==> config.mk <==
export PLATFORM = sky130hd
export DESIGN_NAME = led_pattern_gen
export DESIGN_NICKNAME = d
export VERILOG_FILES = /design/src/rtl/led_pattern_gen.sv
export SDC_FILE = /design/constraint.sdc
export NUM_CORES = 1
export LEC_CHECK = 0
export BUFFER_PORTS_ARGS = -buffer_cell sky130_fd_sc_hd__buf_2
export CORE_AREA = 2 2 112 114
export DETAILED_ROUTE_END_ITERATION = 8
export DIE_AREA = 0 0 114 116
export PLACE_DENSITY = 0.66
export SLEW_MARGIN = 20
export SYNTH_ARGS = -nofsm -noshare
export SYNTH_HDL_FRONTEND = slang
export SYNTH_SLANG_ARGS = --single-unit
==> constraint.sdc <==
create_clock -name clk -period 3.7 [get_ports clk]
set_input_delay 0.74 -clock clk [delete_from_list [all_inputs] [get_ports clk]]
set_output_delay 0.74 -clock clk [all_outputs]
set_load 0.02 [all_outputs]
==> src/rtl/led_pattern_gen.sv <==
// Multi-channel LED pattern generator: a shared tick prescaler drives per-channel
// off / on / blink / pwm state machines that are configured one channel at a time.
module led_pattern_gen #(
  parameter  int CHANNELS = 4,
  parameter  int PRESCALE = 1,
  parameter  int CNT_W    = 8,
  localparam int CH_W     = (CHANNELS > 1) ? $clog2(CHANNELS) : 1
) (
  input  logic                clk,
  input  logic                rst_n,
  input  logic                cfg_we,
  input  logic [CH_W-1:0]     cfg_ch,
  input  logic [1:0]          cfg_mode,
  input  logic [CNT_W-1:0]    cfg_val,
  input  logic                sync,
  output logic                cfg_err,
  output logic                tick,
  output logic [CHANNELS-1:0] led
);

  localparam int PRE_W = (PRESCALE > 1) ? $clog2(PRESCALE) : 1;
  localparam logic [PRE_W-1:0] PRE_LAST = PRE_W'(PRESCALE - 1);
  // PWM counter stops one short of all-ones so that val = all-ones means always on.
  localparam logic [CNT_W-1:0] PWM_LAST = {{(CNT_W-1){1'b1}}, 1'b0};

  typedef enum logic [1:0] {
    MODE_OFF   = 2'b00,
    MODE_ON    = 2'b01,
    MODE_BLINK = 2'b10,
    MODE_PWM   = 2'b11
  } mode_t;

  logic [PRE_W-1:0] pre_r;
  logic             tick_r;
  logic             cfg_err_r;
  mode_t            mode_r  [CHANNELS];
  logic [CNT_W-1:0] val_r   [CHANNELS];
  logic [CNT_W-1:0] cnt_r   [CHANNELS];
  logic             phase_r [CHANNELS];

  logic                valid_wr_s;
  logic                invalid_wr_s;
  logic [CNT_W-1:0]    blink_last_s [CHANNELS];
  logic [CHANNELS-1:0] led_s;

  // Classify the current write as targeting an existing or a missing channel.
  always_comb begin
    valid_wr_s   = 1'b0;
    invalid_wr_s = 1'b0;
    if (cfg_we) begin
      if ({{(32-CH_W){1'b0}}, cfg_ch} < 32'(CHANNELS)) begin
        valid_wr_s = 1'b1;
      end else begin
        invalid_wr_s = 1'b1;
      end
    end else begin
      valid_wr_s   = 1'b0;
      invalid_wr_s = 1'b0;
    end
  end

  // Last count value of a blink half-period; val = 0 behaves like val = 1.
  always_comb begin
    for (int i = 0; i < CHANNELS; i++) begin
      if (val_r[i] == {CNT_W{1'b0}}) begin
        blink_last_s[i] = {CNT_W{1'b0}};
      end else begin
        blink_last_s[i] = val_r[i] - {{(CNT_W-1){1'b0}}, 1'b1};
      end
    end
  end

  // Shared prescaler, tick pulse and invalid-write error pulse.
  always_ff @(posedge clk or negedge rst_n) begin
    if (!rst_n) begin
      pre_r     <= {PRE_W{1'b0}};
      tick_r    <= 1'b0;
      cfg_err_r <= 1'b0;
    end else begin
      cfg_err_r <= invalid_wr_s;
      if (sync) begin
        pre_r  <= {PRE_W{1'b0}};
        tick_r <= (PRESCALE == 1);
      end else begin
        tick_r <= (pre_r == PRE_LAST);
        if (pre_r == PRE_LAST) begin
          pre_r <= {PRE_W{1'b0}};
        end else begin
          pre_r <= pre_r + {{(PRE_W-1){1'b0}}, 1'b1};
        end
      end
    end
  end

  // Per-channel state: a write to the channel beats sync, which beats a tick.
  always_ff @(posedge clk or negedge rst_n) begin
    if (!rst_n) begin
      for (int i = 0; i < CHANNELS; i++) begin
        mode_r[i]  <= MODE_OFF;
        val_r[i]   <= {CNT_W{1'b0}};
        cnt_r[i]   <= {CNT_W{1'b0}};
        phase_r[i] <= 1'b0;
      end
    end else begin
      for (int i = 0; i < CHANNELS; i++) begin
        if (valid_wr_s && ({{(32-CH_W){1'b0}}, cfg_ch} == 32'(i))) begin
          mode_r[i]  <= mode_t'(cfg_mode);
          val_r[i]   <= cfg_val;
          cnt_r[i]   <= {CNT_W{1'b0}};
          phase_r[i] <= 1'b1;
        end else if (sync) begin
          cnt_r[i]   <= {CNT_W{1'b0}};
          phase_r[i] <= 1'b1;
        end else if (tick_r) begin
          case (mode_r[i])
            MODE_OFF: begin
              cnt_r[i]   <= {CNT_W{1'b0}};
              phase_r[i] <= 1'b0;
            end
            MODE_ON: begin
              cnt_r[i]   <= cnt_r[i];
              phase_r[i] <= phase_r[i];
            end
            MODE_BLINK: begin
              if (cnt_r[i] == blink_last_s[i]) begin
                cnt_r[i]   <= {CNT_W{1'b0}};
                phase_r[i] <= ~phase_r[i];
              end else begin
                cnt_r[i]   <= cnt_r[i] + {{(CNT_W-1){1'b0}}, 1'b1};
              end
            end
            MODE_PWM: begin
              if (cnt_r[i] >= PWM_LAST) begin
                cnt_r[i] <= {CNT_W{1'b0}};
              end else begin
                cnt_r[i] <= cnt_r[i] + {{(CNT_W-1){1'b0}}, 1'b1};
              end
            end
            default: begin
              cnt_r[i]   <= {CNT_W{1'b0}};
              phase_r[i] <= 1'b0;
            end
          endcase
        end
      end
    end
  end

  // LED drive decoded from registered channel state only.
  always_comb begin
    led_s = {CHANNELS{1'b0}};
    for (int i = 0; i < CHANNELS; i++) begin
      case (mode_r[i])
        MODE_OFF:   led_s[i] = 1'b0;
        MODE_ON:    led_s[i] = 1'b1;
        MODE_BLINK: led_s[i] = phase_r[i];
        MODE_PWM:   led_s[i] = (cnt_r[i] < val_r[i]);
        default:    led_s[i] = 1'b0;
      endcase
    end
  end

  assign led     = led_s;
  assign tick    = tick_r;
  assign cfg_err = cfg_err_r;

endmodule
==> metrics.txt, run 1 <==
status=completed; post-DR wirelength/cell=16.9 um; IO buf count=20; CTS tree=yes; post-synth cell types=79; Cell Area, Synth=0.00589 mm^2; CTS resizes=0; Syn-to-layout area delta=9.05%; Final Total Pwr=2.91 mW; largest cells by area after synthesis=dfrtp_1 33%, ha_1 8.5%, mux2_2 6.3%; HPWL after DPL=10,100 um; DR vias/cell=6.21; initial core utilization=0.495; Setup violations, final=0; post-layout minimum cycle time=3.13 ns; Num CTS Buffers=9; Simple-Gate Fraction of Synth Area=0.225; peak supply drop=0.336 mV; worst hold path type=in2async; sequential fraction of the synthesis area=0.327; DRT antenna net count=0; critical path data arrival time=2.39 ns; Total Wirelength=14,000 um; max-slew violations=0; Nets=730; pin count of the biggest net entering global routing=78; die width=114 um; area of the multi-input gates=0.00366 mm^2; H-tree Lvls=3; Post-synth EDFFs=0; Compound-Gate Fraction of Synth Area=0.204; Clock Latency Late Sink=roughly 0.35 ns; fmax=roughly 320 MHz; Rows=40; Async SR Flop Fraction=1.00; largest family of logic cells by synthesized area=simple AND/OR/NAND/NOR gates; synthesized area per cell=8.78 um^2; clock buffer depth=2; area leader, netlist=dfrtp_1; fill cell count=1,057; TNS Setup=0 ns; area of the core=approximately 0.012 mm^2; Register Area=between 0.0015 and 0.002 mm^2; Die ar.=roughly 0.013 mm^2; vias=approximately 5,100; die height=116 um; Placed Instance Area=just over 0.006 mm^2; maxcap violations=0; global-route wire length before repair=23,600 um; Worst R2R Setup Slack=0.65 ns; worst slew pin tran=1.05 ns; most common library cells after synthesis=77 x dfrtp_1, 57 x nand2_1, 45 x inv_1; P per Cell Area=454 mW/mm^2; gr usage total=0.223; slew margin rel.=0.298; yosys warns=0; worst hold margin=approximately 0.4 ns; adder-cell share of the synthesized area=0.0850; CP max-delay cell=dfrtp_1; ys flop type=dfrtp_1; r2r worst-path depth=9; Seq cells post-synth=77; CP cell instances=ha_1, a21boi_0, o21a_1, o21ai_0, a21o_1, a21oi_1, o311ai_0, buf_2; initial antenna violation count=0; total grt overflow=0; Clk pin slew, worst setup/hold paths=0.06 ns; DRT iter0 DRCs=480; RSZ-0062 raised after global routing=no; CP Class=reg2out; Final Cell Area=between 0.006 and 0.007 mm^2; postcts setup bufs=0; Final Hold Fails=0; Leakage=2.71 nW; RR Startpoint=val_r[16]; # hold bufs at CTS=0; top-count cell post-synth=dfrtp_1; Synth Area in XOR/XNOR=0.0350; syn_nets=727; period utilization=0.845; Ports=22; GP Congestion=roughly 0.94; # diodes=0; critical path launch point type=register; layout cell share with drive strength beyond 1=0.128; vias in the first global route=4,785; Final Skew=0.00691 ns; area share of the leading cell type in the synthesized netlist=0.327; post-synthesis mux area share=0.0703; critical path's largest stage delay=0.54 ns; drt pass-1 iters=5; CP max FO=10; clock root buffer=clkbuf_16; data required time of the worst path=a little under 3 ns; crit path capture type=output port; CTS sink cnt=77; Reg-to-Reg End=phase_r[2]; synthesized instance count=671; DRC errors left=0
## layout by cell type (no fill, tap or decap), types with 4 or more instances in the layout
master	Yosys	routed
a211o_1	4	4
a21boi_0	6	6
a21o_1	16	16
a21oi_1	16	16
a31oi_1	7	7
and3_1	5	5
buf_2	2	19
buf_4	1	5
clkbuf_16	0	9
dfrtp_1	77	77
ha_1	40	40
inv_1	45	45
mux2_2	33	33
nand2_1	57	57
nand2b_1	14	14
nand3_1	29	29
nand4_1	14	14
nor2_1	38	38
nor2b_1	4	4
nor3_1	24	24
nor3b_1	9	8
nor4_1	9	9
o211ai_1	7	7
o21a_1	8	8
o21ai_0	38	38
o21ai_1	5	5
o311ai_0	4	4
o31ai_1	8	8
or2_2	6	6
or3_1	5	5
or4_1	8	8
or4b_1	4	4
xnor2_1	14	14
xor2_1	7	7
## metal layers
metal	wire length [um]	vias up	track usage	share of wire
met3	495	13	0.0408	0.035
li1	-	2484	-	-
met5	0	-	0	0
met1	6890	2532	0.316	0.49
met2	6450	93	0.354	0.46
met4	139	0	0.0593	0.0099
## cell families after synthesis
kind of cell               Yosys count
DFF                                 77
muxes                               37
adders and majority gates           40
and+or+nand+nor                    245
other                                2
AOI/OAI and AO/OA                  170
buffers and inverters               78
xor gates and xnor gates            22
## area by class of cell
class | count | share of cell area
well taps | 147 | 0.0286
clock buffers | 9 | 0.0351
repair buffers | 25 | 0.0224
clock inverters | 6 | 0.0175
flip-flops and latches | 77 | 0.300
inverters | 45 | 0.0263
multi-input cells | 516 | 0.570
## worst max-delay path, delay by kind of cell, from the launching register on
| kind | cells | cell delay [ns] |
|---|---|---|
| flip-flops | 1 | 0.54 |
| buffers and inverters | 1 | 0.23 |
| AO/OA/AOI/OAI | 6 | 0.96 |
| adder cells (fa/ha/maj) | 1 | 0.30 |
## state kept, by name, indices dropped and copies added (netlist names)
name / cells
cnt_r: 32
phase_r: 4
tick: 1
val_r: 32
mode_r: 8
## power breakdown
group | internal, mW | leakage [nW] | switching [mW]
clock | 0.655 | 0.154 | 0.370
combinational | 0.351 | 1.59 | 0.430
sequential | 0.939 | 0.970 | 0.169
total | 1.95 | 2.71 | 0.968
## worst max-delay path by stage
stage | startpoint | end | cells past startpoint | slack, ns
after floorplan | cnt_r[17] | led[1] | 7 | 0.83
after global placement | val_r[24] | phase_r[3] | 9 | 0.79
after detailed placement | val_r[24] | cnt_r[31] | 9 | 0.65
after CTS | cnt_r[1] | led[3] | 8 | 0.57
after global routing | val_r[25] | cnt_r[27] | 9 | 0.37
final | cnt_r[1] | led[3] | 8 | 0.57
## metrics by stage
step | setup WS (ns) | utilization | cells
after floorplan | 0.833 | - | 671
after global placement | 0.792 | 0.511 | 810
after detailed placement | 0.654 | 0.511 | 810
after CTS | 0.572 | 0.539 | 825
after global routing | 0.369 | 0.539 | 825
final | 0.574 | 0.539 | 825
No activity file was read; power rests on OpenSTA's default activity.
==> inputs of run 2 (changes only) <==
ABC_AREA = 1   (was unset)
PLACE_DENSITY = 0.68   (was 0.66)
clock period = 2.56 ns   (was 3.7 ns; I/O delays follow)
==> run 2 against run 1 <==
First-iteration DRC count shrank 35%. Critical path depth shrank 2. Clock-buffer cell count grew 2. Die area is the same. Flip-flop and latch count is the same. Via count grew 8.4%. Synthesized cell count grew 28%. Cell count grew 28%. Critical endpoint is now led[0]. Largest power group unchanged.
==> metrics.txt, run 2 <==
Clk pin slew, worst setup/hold paths=0.06 ns (about the same); synthesized instance count=859 (+28%); critical path launch point type=register; die width=114 um (unchanged); DRC errors left=0 (unchanged); vias in the first global route=5,160 (+7.8%); DRT iter0 DRCs=313 (-35%); critical path data arrival time=1.97 ns (-0.42 ns); data required time of the worst path=2.05 ns (-0.91 ns); global-route wire length before repair=24,300 um (+2.9%); status=completed; crit path to=led[0]; layout cell share with drive strength beyond 1=0.124 (-0.00455); HPWL after DPL=10,800 um (+6.7%); Final Cell Area=0.00671 mm^2 (+4.5%); RSZ-0062 raised after global routing=yes; post-DR wirelength/cell=13.4 um (-21%); crit path capture type=output port; gr usage total=0.229 (+0.00570); Async SR Flop Fraction=1.00 (unchanged); CP max FO=4 (-6); Reg-to-Reg End=cnt_r[13]; max-slew violations=0 (unchanged); die height=116 um (unchanged); CP Class=reg2out; CTS tree=yes; peak supply drop=0.295 mV (-12%); area of the core=0.0119 mm^2 (unchanged); Setup violations, final=0 (unchanged); synthesized area per cell=6.85 um^2 (-22%); Syn-to-layout area delta=14.1%; Placed Instance Area=0.00629 mm^2 (+3.5%); top-count cell post-synth=nand2_1; post-synth cell types=36 (-54%); fmax=403 MHz; Leakage=3.55 nW (+31%); largest cells by area after synthesis=dfrtp_1 33%, nand2_1 17%, ha_1 8.5%; family with the most delay on the worst path=compound AO/OA/AOI/OAI gates; Total Wirelength=14,200 um (+1.4%); Setup crit start=val_r[27]; initial antenna violation count=0 (unchanged); Final Core Density=0.564 (+0.0243); Worst R2R Setup Slack=0.44 ns (-0.21 ns); Num CTS Buffers=9 (unchanged); syn_nets=915 (+26%); initial core utilization=0.494 (-0.000525); sequential fraction of the synthesis area=0.327 (+0.000348); slew margin rel.=0.581 (+0.283); worst slew pin tran=0.629 ns (-0.418 ns); most common library cells after synthesis=264 x nand2_1, 117 x inv_1, 96 x nand3_1; GP Congestion=0.853 (-9.0%); CP cell instances=inv_1, ha_1, a21oi_1, a21oi_1, o311ai_2, buf_4; most frequent cells in the layout=264 x nand2_1, 115 x inv_1, 96 x nand3_1; r2r worst-path depth=13 (+4); period utilization=0.969; Rows=40 (unchanged); H-tree Lvls=3 (unchanged); largest registers=cnt_r x32, val_r x32, mode_r x8; P per Cell Area=604 mW/mm^2 (+33%); Most common cell on crit path=a21oi_1; clock root buffer=clkbuf_16; CP max-delay cell=dfrtp_1; post-layout minimum cycle time=2.48 ns; area leader, netlist=dfrtp_1; Ports=22 (unchanged); Seq cells post-synth=77 (unchanged); vias=5,552 (+8.4%); CTS sink cnt=77 (unchanged); RR Startpoint=val_r[8]; Bufs and invs on worst path=2 (+1); ys flop type=dfrtp_1; clock buffer depth=2 (unchanged); Final Hold Fails=0 (unchanged); Post-synth EDFFs=0 (unchanged); Final Skew=0.00487 ns (-0.00205 ns); number of cells on the critical path=6 (-2); pin count of the biggest net entering global routing=40 (-49%); # diodes=0 (unchanged); total grt overflow=0 (unchanged); IO buf count=20 (unchanged); area share of the leading cell type in the synthesized netlist=0.327 (+0.000348); Cell Area, Synth=0.00588 mm^2 (-0.11%); Final Total Pwr=4.06 mW (+39%); yosys warns=0 (unchanged); DRT antenna net count=0 (unchanged); commonest non-fill, non-tap cell in the layout=nand2_1; maxcap violations=0 (unchanged); # hold bufs at CTS=0 (unchanged); Die ar.=0.0132 mm^2 (unchanged); DR vias/cell=5.24 (-16%); critical path's largest stage delay=0.41 ns (-0.13 ns); Clock Latency Late Sink=0.35 ns (about the same); worst hold path type=in2async; drt pass-1 iters=5 (unchanged); Nets=964 (+32%)
run 2: cell type report:
class | instances | area [um^2]
Tap cell | 147 | 184
Clock buffer | 11 | 243
Timing Repair Buffer | 47 | 325
Sequential cell | 77 | 1930
Inverter | 123 | 464
Multi-Input combinational cell | 650 | 3510
Fill cell | 1167 | 5200
Clock inverter | 5 | 60.1
run 2: worst min-delay path by stage:
stage | startpoint | endpoint | slack, ns | cells after the start
after floorplan | rst_n | cnt_r[0] | 0.22 | 0
after detailed placement | phase_r[0] | phase_r[0] | 0.50 | 2
after global placement | val_r[0] | val_r[0] | 0.51 | 2
after CTS | rst_n | cnt_r[10] | 0.16 | 1
final | rst_n | cnt_r[11] | 0.14 | 1
after global routing | rst_n | cnt_r[10] | 0.19 | 1
run 2: per-stage QoR:
| step | TNS [ns] | setup WS [ns] | std cells | hold slack, ns |
|---|---|---|---|---|
| 2_1_floorplan | 0 | 0.170 | 859 | 0.216 |
| 3_3_place_gp | 0 | 0.324 | 1037 | 0.507 |
| 3_5_place_dp | 0 | 0.327 | 1037 | 0.503 |
| 4_1_cts | 0 | 0.0307 | 1053 | 0.163 |
| 5_1_grt | -0.0806 | -0.0444 | 1060 | 0.185 |
| 6_report | 0 | 0.0798 | 1060 | 0.138 |
run 2: kinds of logic (layout without fill, tap and decap cells):
logic type	count (synthesis)	after routing	share of synthesized area
fa+ha+maj	40	40	0.0851
compound gates	95	95	0.0912
simple gates	489	489	0.371
xor+xnor	24	24	0.0370
other cells	2	2	0.00128
buf+inv	132	186	0.0868
flops	77	77	0.327
run 2: layer usage:
metal  vias up  global-route usage  routed length, um
met1      2565               0.308               6860
met3        22              0.0497                511
li1       2878                   -                  -
met2        87               0.377               6640
met4         0              0.0577                166
met5         -                   0                  0
run 2: power by group:
part | internal (mW) | leakage, nW | switching, mW
Combinational | 0.467 | 2.43 | 0.809
Sequential | 1.33 | 0.990 | 0.127
Clock | 0.782 | 0.134 | 0.539
run 2: timing repair:
action,CTS,global route
setup endpoints to repair,4,4
setup buffers,0,7
pin swaps,0,6
resized for setup,4,14
cloned,0,0
endpoints found under the hold margin,0,0
==> inputs of run 3 (changes only) <==
CORE_AREA = 2 2 125 127   (was 2 2 112 114)
DIE_AREA = 0 0 127 129   (was 0 0 114 116)
PLACE_DENSITY = unset   (was 0.68)
==> run 3 against run 2 <==
Non-clock buffer count increased by 2. Hold slack got worse by 0.0040 ns. Clock skew increased by 0.0041 ns. Cell area increased by 1.1%. First-iteration DRC count decreased by 18%. Largest power group unchanged. Global-route usage decreased by 4.3 points. Combinational power decreased by 3%. Largest cell class unchanged. Sequential power about the same. Clock-buffer cell count decreased by 1. Maximum frequency decreased by 1.7%. Flip-flop and latch count unchanged. Via count decreased by 2.3%.
==> metrics.txt, run 3 (synthesis gave the netlist of run 2 again) <==
Final Hold Fails=0 (unchanged); Ports=22 (unchanged); CP max FO=6 (+2); data required time of the worst path=2.05 ns (about the same); peak supply drop=0.300 mV (+1.8%); worst slew pin tran=0.714 ns (+0.0850 ns); number of cells on the critical path=6 (unchanged); die height=129 um (+11%); critical path's largest stage delay=0.46 ns (+0.05 ns); Die ar.=0.0164 mm^2 (+24%); crit path capture type=output port; largest registers=cnt_r x32, val_r x32, mode_r x8; Switch Pwr=1.46 mW (-0.99%); slew margin rel.=0.524 (-0.0567); most frequent cells in the layout=264 x nand2_1, 114 x inv_1, 96 x nand3_1; Final Skew=0.00899 ns (+0.00413 ns); Setup violations, final=0 (unchanged); vias=5,426 (-2.3%); DRT iter0 DRCs=258 (-18%); # diodes=0 (unchanged); RSZ-0062 raised after global routing=yes; status=completed; RR Startpoint=val_r[8]; Worst R2R Setup Slack=0.36 ns (-0.08 ns); HPWL after DPL=11,000 um (+2.0%); Rows=45 (+13%); Final Core Density=0.453 (-0.110); Bufs and invs on worst path=2 (unchanged); vias in the first global route=5,034 (-2.4%); total grt overflow=0 (unchanged); critical path launch point type=register; maxcap violations=0 (unchanged); Nets=966 (+0.21%); GP Congestion=0.836 (-2.0%); DR vias/cell=4.92 (-6.1%); critical path data arrival time=2.01 ns (+0.04 ns); P per Cell Area=608 mW/mm^2 (+0.58%); Placed Instance Area=0.00632 mm^2 (+0.46%); family with the most delay on the worst path=compound AO/OA/AOI/OAI gates; clock root buffer=clkbuf_16; die width=127 um (+11%); logic gate share of total power=0.301 (-0.014); IO buf count=20 (unchanged); CTS sink cnt=77 (unchanged); worst hold margin=0.134 ns (-0.00401 ns); pin count of the biggest net entering global routing=42 (+5.0%); max-slew violations=0 (unchanged); clock buffer depth=2 (unchanged); Syn-to-layout area delta=15.4%; Flop pwr share=0.356 (-0.004); period utilization=0.986 (+0.0169); final worst-path setup slack=0.0366 ns (-0.0432 ns); Most common cell on crit path=a21oi_1; DRT antenna net count=0 (unchanged); DRC errors left=0 (unchanged); initial core utilization=0.393 (-0.101); power share of the clock group=0.344 (+0.018); Pint=2.66 mW (+3.2%); crit path to=led[2]; Clk pin slew, worst setup/hold paths=0.06 ns (about the same); Leakage=3.58 nW (+0.74%); Total Wirelength=14,400 um (+1.4%); Num CTS Buffers=9 (unchanged); global-route wire length before repair=24,500 um (+0.82%); CTS tree=yes; fmax=396 MHz (-1.7%); gr usage total=0.186 (-0.0429); Setup crit start=val_r[11]; H-tree Lvls=3 (unchanged); Reg-to-Reg End=cnt_r[9]; CP max-delay cell=dfrtp_1; Final Total Pwr=4.12 mW (+1.7%); layout cell share with drive strength beyond 1=0.127 (+0.00301); area of the core=0.0150 mm^2 (+26%); CP cell instances=inv_1, ha_1, a21oi_1, a21oi_1, o311ai_2, buf_4; post-layout minimum cycle time=2.52 ns (+0.0432 ns); drt pass-1 iters=4 (-1); CP Class=reg2out; initial antenna violation count=0 (unchanged); fill cell count=1,570 (+35%); post-DR wirelength/cell=13.0 um (-2.5%); Switching Share=0.354 (-0.00966); worst hold path type=in2async; Post-Place Worst Slack=0.236 ns (-0.0917 ns); r2r worst-path depth=15 (+2); Clock Latency Late Sink=0.35 ns (about the same); commonest non-fill, non-tap cell in the layout=nand2_1; Final Cell Area=0.00679 mm^2 (+1.1%); # hold bufs at CTS=0 (unchanged)
run 3: changes by cell type in the layout (fill, tap and decap cells not counted), sizes merged:
cell,before,now
clkinv,1,4
clkbuf,11,10
buf,47,49
bufinv,1,2
clkinvlp,4,1
run 3: cell type report:
type	instances	area [um^2]	area share
Sequential cell	77	1930	0.284
Timing Repair Buffer	49	335	0.0494
Tap cell	188	235	0.0347
Clock inverter	6	86.3	0.0127
Clock buffer	10	239	0.0352
Inverter	123	464	0.0684
Multi-Input combinational cell	650	3500	0.515
run 3: per-stage QoR:
step / instances / TNS [ns]
2_1_floorplan: 859 / 0
3_3_place_gp: 1075 / 0
3_5_place_dp: 1075 / 0
4_1_cts: 1091 / 0
5_1_grt: 1103 / -0.131
6_report: 1103 / 0
run 3: power by group through the flow:
| stage | clock, mW | sequential (mW) | combinational (mW) |
|---|---|---|---|
| finish | 1.42 | 1.47 | 1.24 |
| global route | 1.49 | 1.49 | 1.45 |
| CTS | 1.44 | 1.47 | 1.20 |
| detailed placement | 0 | 1.49 | 1.19 |
| global placement | 0 | 1.49 | 1.18 |
| floorplan | 0 | 1.46 | 0.904 |
run 3: how the worst min path moves through the flow:
stage	from	to
6_report	rst_n	cnt_r[21]
5_1_grt	rst_n	cnt_r[21]
4_1_cts	rst_n	cnt_r[22]
3_5_place_dp	phase_r[3]	phase_r[3]
3_3_place_gp	phase_r[0]	phase_r[0]
2_1_floorplan	rst_n	cnt_r[0]
run 3: routing by layer:
metal | global-route usage | share of wire | vias to the layer above
li1 | - | - | 2873
met1 | 0.254 | 0.50 | 2498
met2 | 0.301 | 0.46 | 39
met3 | 0.0391 | 0.023 | 16
met4 | 0.0498 | 0.015 | 0
met5 | 0 | 0 | -
run 3: what timing repair did:
| action | in CTS | in global routing |
|---|---|---|
| gates resized for setup | 5 | 14 |
| cloned | 0 | 0 |
| setup endpoints to repair | 4 | 4 |
| pin swaps | 0 | 11 |
| buffers inserted | 0 | 12 |
